**src/rtl/mem_access_unit.sv**
```systemverilog
// Data-memory access unit: one load/store per handshake, byte loads extracted and extended,
// byte stores done as read-modify-write on a word-wide memory with combinational read.
module mem_access_unit #(
   parameter int ADDR_W = 12
) (
   input  logic              clk,
   input  logic              rst_n,
   input  logic              req_valid,
   output logic              req_ready,
   input  logic [2:0]        req_op,
   input  logic [ADDR_W-1:0] req_addr,
   input  logic [31:0]       req_wdata,
   output logic              resp_valid,
   input  logic              resp_ready,
   output logic [31:0]       resp_rdata,
   output logic              resp_err,
   output logic [ADDR_W-1:0] mem_addr,
   output logic              mem_we,
   output logic [31:0]       mem_wd,
   output logic [1:0]        mem_byte_ext,
   input  logic [31:0]       mem_rdata
);

   localparam logic [2:0] OP_LW  = 3'd0;
   localparam logic [2:0] OP_LB  = 3'd1;
   localparam logic [2:0] OP_LBU = 3'd2;
   localparam logic [2:0] OP_SW  = 3'd3;
   localparam logic [2:0] OP_SB  = 3'd4;

   typedef enum logic [2:0] {
      IDLE   = 3'd0,
      ACCESS = 3'd1,
      SB_RD  = 3'd2,
      SB_WR  = 3'd3,
      RESP   = 3'd4
   } state_t;

   state_t state, state_nx;

   logic [2:0]        op_p0;
   logic [ADDR_W-1:0] addr_p0;
   logic [31:0]       wdata_p0;
   logic [31:0]       rdata_p1;
   logic              err_p1;
   logic [31:0]       merged_p1;
   logic              bad_req;
   logic              accept;

   // Big-endian lane select: offset 0 is the most significant byte.
   function automatic logic [7:0] lane_sel(input logic [31:0] w, input logic [1:0] off);
      logic [7:0] b;
      case (off)
         2'd0:    b = w[31:24];
         2'd1:    b = w[23:16];
         2'd2:    b = w[15:8];
         default: b = w[7:0];
      endcase
      return b;
   endfunction

   function automatic logic signed [31:0] byte_ext(input logic [7:0] b, input logic sext);
      logic signed [7:0]  sb;
      logic signed [31:0] r;
      sb = signed'(b);
      if (sext)
         r = 32'(sb);
      else
         r = signed'({24'd0, b});
      return r;
   endfunction

   function automatic logic [31:0] lane_merge(input logic [31:0] w, input logic [7:0] b,
                                              input logic [1:0] off);
      logic [31:0] r;
      r = w;
      case (off)
         2'd0:    r[31:24] = b;
         2'd1:    r[23:16] = b;
         2'd2:    r[15:8]  = b;
         default: r[7:0]   = b;
      endcase
      return r;
   endfunction

   assign accept  = req_valid && (state == IDLE);
   assign bad_req = (req_op > OP_SB) ||
                    (((req_op == OP_LW) || (req_op == OP_SW)) && (req_addr[1:0] != 2'b00));

   always_ff @(posedge clk or negedge rst_n) begin
      if (!rst_n)
         state <= IDLE;
      else
         state <= state_nx;
   end

   always_comb begin
      state_nx = state;
      case (state)
         IDLE: begin
            if (req_valid) begin
               if (bad_req)
                  state_nx = RESP;
               else if (req_op == OP_SB)
                  state_nx = SB_RD;
               else
                  state_nx = ACCESS;
            end
         end
         ACCESS:  state_nx = RESP;
         SB_RD:   state_nx = SB_WR;
         SB_WR:   state_nx = RESP;
         RESP:    if (resp_ready) state_nx = IDLE;
         default: state_nx = IDLE;
      endcase
   end

   // Stage p0: request capture; stage p1: load result / merged store word.
   always_ff @(posedge clk or negedge rst_n) begin
      if (!rst_n) begin
         op_p0     <= '0;
         addr_p0   <= '0;
         wdata_p0  <= '0;
         rdata_p1  <= '0;
         err_p1    <= 1'b0;
         merged_p1 <= '0;
      end else begin
         if (accept) begin
            op_p0    <= req_op;
            addr_p0  <= req_addr;
            wdata_p0 <= req_wdata;
            rdata_p1 <= '0;
            err_p1   <= bad_req;
         end
         if (state == ACCESS) begin
            case (op_p0)
               OP_LW:   rdata_p1 <= mem_rdata;
               OP_LB:   rdata_p1 <= byte_ext(lane_sel(mem_rdata, addr_p0[1:0]), 1'b1);
               OP_LBU:  rdata_p1 <= byte_ext(lane_sel(mem_rdata, addr_p0[1:0]), 1'b0);
               default: rdata_p1 <= rdata_p1;
            endcase
         end
         if (state == SB_RD)
            merged_p1 <= lane_merge(mem_rdata, wdata_p0[7:0], addr_p0[1:0]);
      end
   end

   // Memory port is decoded from registered state only.
   assign mem_addr     = {addr_p0[ADDR_W-1:2], 2'b00};
   assign mem_we       = (state == SB_WR) || ((state == ACCESS) && (op_p0 == OP_SW));
   assign mem_wd       = (state == SB_WR) ? merged_p1 :
                         (mem_we ? wdata_p0 : 32'd0);
   assign mem_byte_ext = 2'b11;

   assign req_ready  = (state == IDLE);
   assign resp_valid = (state == RESP);
   assign resp_rdata = rdata_p1;
   assign resp_err   = err_p1;

endmodule
```
**config.mk**
```make
export PLATFORM = sky130hd
export DESIGN_NAME = mem_access_unit
export DESIGN_NICKNAME = d
export VERILOG_FILES = /design/src/rtl/mem_access_unit.sv
export SDC_FILE = /design/constraint.sdc
export NUM_CORES = 1
export LEC_CHECK = 0
export BUFFER_PORTS_ARGS = -buffer_cell sky130_fd_sc_hd__buf_2
export CAP_MARGIN = 30
export CORE_UTILIZATION = 40
export CTS_CLUSTER_SIZE = 10
export DETAILED_ROUTE_END_ITERATION = 10
export SYNTH_ARGS = -nofsm -noshare
export SYNTH_HDL_FRONTEND = slang
export SYNTH_SLANG_ARGS = --single-unit
```
**constraint.sdc**
```tcl
create_clock -name clk -period 3.25 [get_ports clk]
set_input_delay 0.65 -clock clk [delete_from_list [all_inputs] [get_ports clk]]
set_output_delay 0.65 -clock clk [all_outputs]
set_load 0.01 [all_outputs]
```
==> reports/metrics.sh, run 1 <==
DETAIL_ROUTE.WL_PER_CELL_UM=17.7
POWER_DENSITY_mW_PER_MM2=962
GLOBALROUTETOTALUTIL_PCT=21.7
GLOBALROUTEOVERFLOWTOTAL=0
CRITPATHCAPTURETYPE='primary output'
TIMING.CRITICAL_PATH.FROM_TYPE='register'
NUMBER_OF_GLOBAL_ROUTE_VIAS_BEFORE_REPAIR=4324
POST_SYNTH.CELL_AREA_AVG_UM2=10.6
GRT_BUSIEST_LAYER='met2'
ANT_NETS=0
CTS_TREE='done'
MIN_PATH_TYPE='input port to asynchronous set/reset pin'
WORSTPATHARRIVAL_PS=2420
P_CLK_SHARE_PCT=27.0
CLK_PIN_SLEW_WORST_PATHS_PS=50
DESIGN.DIE.AREA_MM2=0.0144
DRV.MAX_CAP_VIOLATION_COUNT=0
PWR-SHARE-COMB_PCT=33.3
DRT_PASS1_ITERATIONS=4
FLOORPLAN.IO_PINS=165
CHIPHEIGHT_UM=120
CRITICAL_PATH.REG2REG.STARTPOINT='addr_p0[0]'
NETSWITCHINGPOWER_uW=2420
ANTENNA_VIOLATIONS_BEFORE_REPAIR=1
CORE-AREA_MM2=0.0134
FRACTION_OF_FINAL_LAYOUT_CELLS_WITH_DRIVE_STRENGTH_GREATER_THAN_1_PCT=41.0
CLOCK-ROOT-BUFFER='clkbuf_16'
YOSYS_REGISTER_BITS=115
CRITPATHMAXFANOUT=32
CTS-BUFFERS-INSERTED=17
LAYOUT.CELLS.NON_FILLER=852
ROUTE.DETAILED.VIAS_PER_INST=5.16
SYN_INST_COUNT=524
SYN_TO_FINAL_GROWTH_PCT=24.9
CTSHTREEMAXLEVEL=4
WORST_EP_REQUIRED_TIME_PS=2600
HOLD_BUFFERS=0
CRITICAL_PATH_CLASS='register to primary output'
LAYOUT.NETS=746
DETAILEDROUTE.FIRSTITERATIONVIOLATIONS=253
PERIOD_SHARE_PCT=94.4
WORST_CLOCK_SKEW_PS=5.29
USE_MET2_PCT=32.3
GRT_START_MAX_NET_PINS=116
TIMING.FINAL.CRIT_PERIOD_PS=3070
SLEW_HEADROOM_PCT=39.6
CRITICAL-PATH-MAX-STAGE-DELAY_PS=650
GROUTE.LAYER.MET3.USAGE_PCT=5.61
SYN_AREA_MM2=0.00558
CLKLATENCYLATEPIN_PS=410
GRT_PASS1_WL_MM=23.4
STATUS='finished clean'
CPLARGESTDELAYFAMILY='simple AND/OR/NAND/NOR gates'
CRITICAL_PATH_BUF_INV_COUNT=2
CRIT_PATH_TOP_DELAY_CELL='or4b_4'
CTS.SINKS=115
P_INT_uW=4280
FMAX_MHz=326
MAX-VDD-IR-DROP_V=0.000460
DRV_SLEW=0
POST_CTS_SETUP_BUFS=0
POST_CTS.RESIZED_INSTANCES=0
STATIC-LEAKAGE-POWER_uW=0.00337
FLOORPLAN.INITIALDENSITY_PCT=41.6
CRITICAL_PATH.STARTPOINT='state[2]'
TIGHTESTPINTRANSITION_PS=904
CTS.PATH.MAX_BUFFERS=2
SYNTH_CELL_TYPES=33
GRT_UTIL_MET1_PCT=29.5
VIAS=4397
FINAL-SETUP-VIOL-COUNT=0
YOSYS_WARNINGS=0
POWER.SWITCHING_FRACTION_PCT=36.1
FINALWIRELENGTH_MM=15.0
HOLD_VIOL=0
SEQ_TOTAL_AREA_YOSYS_PCT=51.6
DIEWIDTH_UM=120
FP-ROW-COUNT=42
CP_CELL_SEQUENCE='or4b_4, nor2_4, buf_4, a22o_1, buf_2'
PORT_BUFFERS=160
PWR-SHARE-SEQ_PCT=39.7
TOTALNEGATIVESETUPSLACK_PS=0
UNREPAIRED_SETUP_ENDPOINTS_AFTER_GLOBAL_ROUTING='false'
DP_HPWL_MM=10.8
DP_CELLS=820
FILLCELLCOUNT=1260
PLACE.GP.CONGESTION=0.825
DRC_VIOLATION_COUNT_AFTER_ROUTING=0
[cell usage in the layout (no fill, tap or decap), types with 2 or more instances in the layout]
cell type and n:
clkinvlp_4 4, o21ai_2 21, dfrtp_1 115, and2_1 8, conb_1 4, nor2b_1 2
mux2_2 49, buf_4 8, bufinv_16 2, nor3_1 6, o31ai_1 8, a22o_1 32
nand2b_1 2, nor2_1 60, clkbuf_16 17, a21oi_1 32, mux2i_1 24, nor2_2 3
buf_2 159, nor2_4 2, nand2_1 66, clkbuf_8 3, a31oi_1 10, clkbuf_1 2
clkinv_2 3, inv_1 4, o21ai_0 10, o22ai_1 9
[registers in the layout (all words and copies together), names as in the netlist]
register    flops
addr_p0        12
merged_p1      32
op_p0           3
resp_err        1
resp_rdata     32
state           3
wdata_p0       32
[metrics by stage]
step / setup slack (ps) / instance area (µm²) / total power [µW] / hold slack (ps) / util, %
after CTS: 182 / 6960 / 6770 / 361 / 51.9
after global routing: 75.1 / 6960 / 7130 / 377 / 52.0
after floorplan: 1060 / 5580 / 4210 / 354 / -
after detailed placement: 617 / 6380 / 4930 / 466 / 47.6
final: 182 / 6960 / 6700 / 267 / 52.0
after global placement: 703 / 6380 / 4860 / 459 / 47.6
[metal layers]
layer | vias to the layer above | part of all wire (%)
li1 | 2101 | -
met1 | 2120 | 46
met2 | 149 | 46
met3 | 27 | 5.2
met4 | 0 | 3.0
met5 | - | 0
[cell type report]
cell class | instances | area [µm²] | share of cell area, %
multi-input cells | 357 | 2390 | 34.4
repair buffers | 168 | 876 | 12.6
well taps | 176 | 220 | 3.16
clock buffers | 22 | 474 | 6.81
inverters | 4 | 15.0 | 0.216
clock inverters | 9 | 105 | 1.51
flip-flops and latches | 115 | 2880 | 41.3
diodes | 1 | 2.50 | 0.0359
[synthesized netlist by cell type]
master,number,area (µm²)
dfrtp_1,115,2880
nand2_1,66,248
nor2_1,62,233
mux2_2,49,552
a21oi_1,33,165
a22o_1,32,280
mux2i_1,24,240
o21ai_2,21,184
buf_2,19,95.1
buf_4,15,113
a31oi_1,10,62.6
o21ai_0,10,50.1
o22ai_1,9,56.3
and2_1,8,50.1
o31ai_1,8,60.1
buf_6,6,67.6
clkbuf_1,6,22.5
nor3_1,6,30.0
buf_1,4,15.0
inv_1,4,15.0
conb_1,2,7.51
nand2b_1,2,12.5
nor2_4,2,22.5
nor2b_1,2,12.5
mux4_2,1,22.5
nor2_2,1,6.26
nor3b_1,1,7.51
nor4_1,1,6.26
nor4b_1,1,8.76
nor4b_4,1,23.8
o211ai_1,1,7.51
or4b_4,1,13.8
xnor2_1,1,8.76
[power by group through the flow]
stage | Sequential, µW | Clock, µW | Combinational (µW)
2_1_floorplan | 2500 | 0 | 1710
3_3_place_gp | 2660 | 0 | 2200
3_5_place_dp | 2680 | 0 | 2250
4_1_cts | 2670 | 1840 | 2260
5_1_grt | 2750 | 1910 | 2470
6_report | 2660 | 1810 | 2230
[logic make-up (layout without fill, tap and decap cells)]
kind of cell | count (synthesis) | count (layout) | synth area share, %
AOI/OAI and AO/OA | 124 | 124 | 15.5
xor gates and xnor gates | 1 | 1 | 0.157
other | 2 | 5 | 0.135
muxes | 74 | 74 | 14.6
DFF | 115 | 115 | 51.6
and+or+nand+nor | 154 | 154 | 12.1
buffers and inverters | 54 | 203 | 5.88
[path summary, 6_finish.rpt]
| check | endpoint | slack [ps] | cells past startpoint |
|---|---|---|---|
| max reg2reg | resp_rdata[18] | 1140 | 4 |
| min | addr_p0[10] | 270 | 2 |
| max in group asynchronous | addr_p0[5] | 2430 | 2 |
| min reg2reg | resp_rdata[14] | 470 | 2 |
| max | mem_wd[6] | 180 | 5 |
| min in group clk | wdata_p0[3] | 470 | 2 |
Note: power is estimated with default switching activity, not from simulation.
==> run 2, diff against run 1 <==
ABC_AREA = 1   (was not set)
CTS_BUF_LIST = sky130_fd_sc_hd__clkbuf_2 sky130_fd_sc_hd__clkbuf_4 sky130_fd_sc_hd__clkbuf_8   (was not set)
TNS_END_PERCENT = 5   (was not set)
==> run 2 against run 1 <==
Maximum frequency increased by 9.9%. Clock-buffer cell count down 2. Synthesized area rose by 0.67%. First-iteration DRC count up 34%. Highest routed layer unchanged. Critical path depth unchanged. Clock power shrank 9%.
==> reports/metrics.sh, run 2 <==
SYNTH_LARGEST_AREA_CELL='dfrtp_1'
PLACEMENT.SETUP.WORST_SLACK_PS=983
HOLD_BUFFERS=0
CRITICAL_PATH_CLASS='register to primary output'
SYNTHTOPCELLSBYCOUNT='nand2_1 (216), dfrtp_1 (115), inv_1 (97)'
LAYOUT_SETUP_WS_PS=458
ANTENNA_VIOLATIONS_BEFORE_REPAIR=1
UNREPAIRED_SETUP_ENDPOINTS_AFTER_GLOBAL_ROUTING='false'
LAYOUT.CELLS.NON_FILLER=1067
NETLIST_TOP_CELLS_AREA='dfrtp_1 (51%), nand2_1 (14%), o22ai_1 (7.1%)'
DRC_VIOLATION_COUNT_AFTER_ROUTING=0
POSTSYNTH.ASYNCRESETSHARE_PCT=100
MAX-VDD-IR-DROP_V=0.000368
CRITPATHCAPTURETYPE='primary output'
TIMING.FINAL.CRIT_PERIOD_PS=2790
DRV.MAX_CAP_VIOLATION_COUNT=0
ROUTE.DETAILED.VIAS_PER_INST=5.01
FLOORPLAN.INITIALDENSITY_PCT=41.7
GLOBALROUTETOTALUTIL_PCT=23.5
GRT_PASS1_WL_MM=25.8
PORT_BUFFERS=160
PLACE.GP.CONGESTION=0.873
WORSTPATHARRIVAL_PS=2140
CRITICAL-PATH-MAX-STAGE-DELAY_PS=430
CTS.PATH.MAX_BUFFERS=2
POWER.TOTAL_uW=6610
DP_HPWL_MM=12.0
MIN_PATH_TYPE='input port to asynchronous set/reset pin'
DESIGN.DIE.AREA_MM2=0.0145
FMAX_MHz=358
STATIC-LEAKAGE-POWER_uW=0.00388
STATUS='finished clean'
PERIOD_SHARE_PCT=85.9
GRT_START_MAX_NET_PINS=65
TOTALNEGATIVESETUPSLACK_PS=0
WORST_EP_REQUIRED_TIME_PS=2600
DRV_SLEW=0
SYN_AREA_MM2=0.00561
CTS-BUFFERS-INSERTED=17
CTSHTREEMAXLEVEL=4
TIGHTESTPINTRANSITION_PS=876
LAYOUT.CELLS.MOST_COMMON_LIST='nand2_1 (216), buf_2 (159), dfrtp_1 (115)'
FINAL_DESIGN_AREA_NO_FILL_MM2=0.00697
CLOCK-ROOT-BUFFER='clkbuf_8'
CRITPATHMAXFANOUT=20
SYNTH_LARGEST_TYPE_AREA_FRACTION_PCT=51.3
CLKLATENCYLATEPIN_PS=450
SYN_TO_FINAL_GROWTH_PCT=24.1
P_CLK_SHARE_PCT=25.0
CRIT_PATH_TOP_DELAY_CELL='nand3_1'
FINALWIRELENGTH_MM=16.3
SEQ_TOTAL_AREA_YOSYS_PCT=51.3
TIMING.CRITICAL_PATH.FROM_TYPE='register'
FINAL-SETUP-VIOL-COUNT=0
DETAIL_ROUTE.WL_PER_CELL_UM=15.3
PLACEMENT.CELL_AREA_MM2=0.00646
PWR-SHARE-SEQ_PCT=36.9
NUMBER_OF_GLOBAL_ROUTE_VIAS_BEFORE_REPAIR=5126
POWER.SWITCHING_FRACTION_PCT=40.0
DETAILEDROUTE.FIRSTITERATIONVIOLATIONS=339
YOSYS_WARNINGS=0
CLK_PIN_SLEW_WORST_PATHS_PS=70
CHIPHEIGHT_UM=120
P_INT_uW=3960
LAYOUT_COMMONEST_CELL='nand2_1'
FLOORPLAN.IO_PINS=165
CP_CELL_SEQUENCE='inv_1, nand3_1, buf_4, o22ai_1, buf_2'
DP_CELLS=1034
LAYOUT.NETS=960
CTS.SINKS=115
CTS_TREE='done'
YOSYS_REGISTER_BITS=115
POST_SYNTH.CELL_AREA_AVG_UM2=7.61
SYN_INST_COUNT=738
ANT_NETS=0
REG2REGPATHDEPTH=6
VIAS=5350
NETSWITCHINGPOWER_uW=2640
POST_CTS_SETUP_BUFS=0
FP-ROW-COUNT=42
PWR-SHARE-COMB_PCT=38.1
DRT_PASS1_ITERATIONS=7
GLOBALROUTEOVERFLOWTOTAL=0
SLEW_HEADROOM_PCT=41.4
COUNT_OF_FLIP_FLOPS_WITH_A_BUILT_IN_ENABLE_AFTER_SYNTHESIS=0
FRACTION_OF_FINAL_LAYOUT_CELLS_WITH_DRIVE_STRENGTH_GREATER_THAN_1_PCT=23.5
POWER_DENSITY_mW_PER_MM2=948
CORE-AREA_MM2=0.0135
WORST_CLOCK_SKEW_PS=11.5
MOST_COMMON_FLOP_CELL_MAPPED_BY_YOSYS='dfrtp_1'
HOLD_VIOL=0
DIEWIDTH_UM=120
SYNTH_MOST_COMMON_CELL='nand2_1'
SYNTH_CELL_TYPES=22
POST_CTS.RESIZED_INSTANCES=0
run 2: changes by cell type in the layout (fill, tap and decap cells not counted), sizes merged, moves of 32 or more:
cell,change
mux2,-49
o22ai,+55
a22o,-32
inv,+95
o21ai,+43
nand2,+151
run 2: metrics by stage:
step                util, %  hold WS, ps
global placement       48.1          450
floorplan                 -          354
global route           51.8          293
finish                 51.8          245
CTS                    51.8          270
detailed placement     48.1          457
run 2: critical path: cells and delay by family, from the launching register on:
family	cells	cell delay, ps
AOI/OAI and AO/OA	1	190
buffers and inverters	3	680
DFF	1	400
and+or+nand+nor	1	430
run 2: layer usage:
metal	wire length, µm	GRT usage, %
met5	0	0
met4	309	8.64
met3	1080	5.52
met2	7410	36.0
met1	7480	32.4
run 2: cell families (layout without fill, tap and decap cells):
kind of cell / Yosys count / count (layout) / share of synthesized area (%)
AND/OR/NAND/NOR: 324 / 324 / 22.5
AO/OA/AOI/OAI: 148 / 148 / 14.6
other: 2 / 5 / 0.134
buffers and inverters: 149 / 299 / 11.5
flip-flops: 115 / 115 / 51.3
run 2: layout make-up:
cell class / count / area, µm²
inverters: 98 / 368
diodes: 1 / 2.50
flip-flops and latches: 115 / 2880
clock inverters: 12 / 225
well taps: 176 / 220
repair buffers: 169 / 883
fillers: 1357 / 6480
multi-input cells: 476 / 2120
clock buffers: 20 / 275
run 2: worst paths after layout:
kind	start	to	slack (ps)
max	state[2]	mem_wd[18]	460
min	rst_n	wdata_p0[17]	240
max reg2reg	op_p0[1]	resp_rdata[18]	1040
min reg2reg	addr_p0[6]	addr_p0[6]	470
max in group asynchronous	rst_n	resp_rdata[12]	2180
min in group clk	req_addr[4]	addr_p0[4]	400
run 2: power by group through the flow:
stage          combinational, µW  sequential, µW  clock (µW)
2_1_floorplan               1780            2420           0
3_5_place_dp                2520            2460           0
6_report                    2520            2440        1650
3_3_place_gp                2480            2430           0
4_1_cts                     2540            2430        1680
5_1_grt                     2860            2500        1750
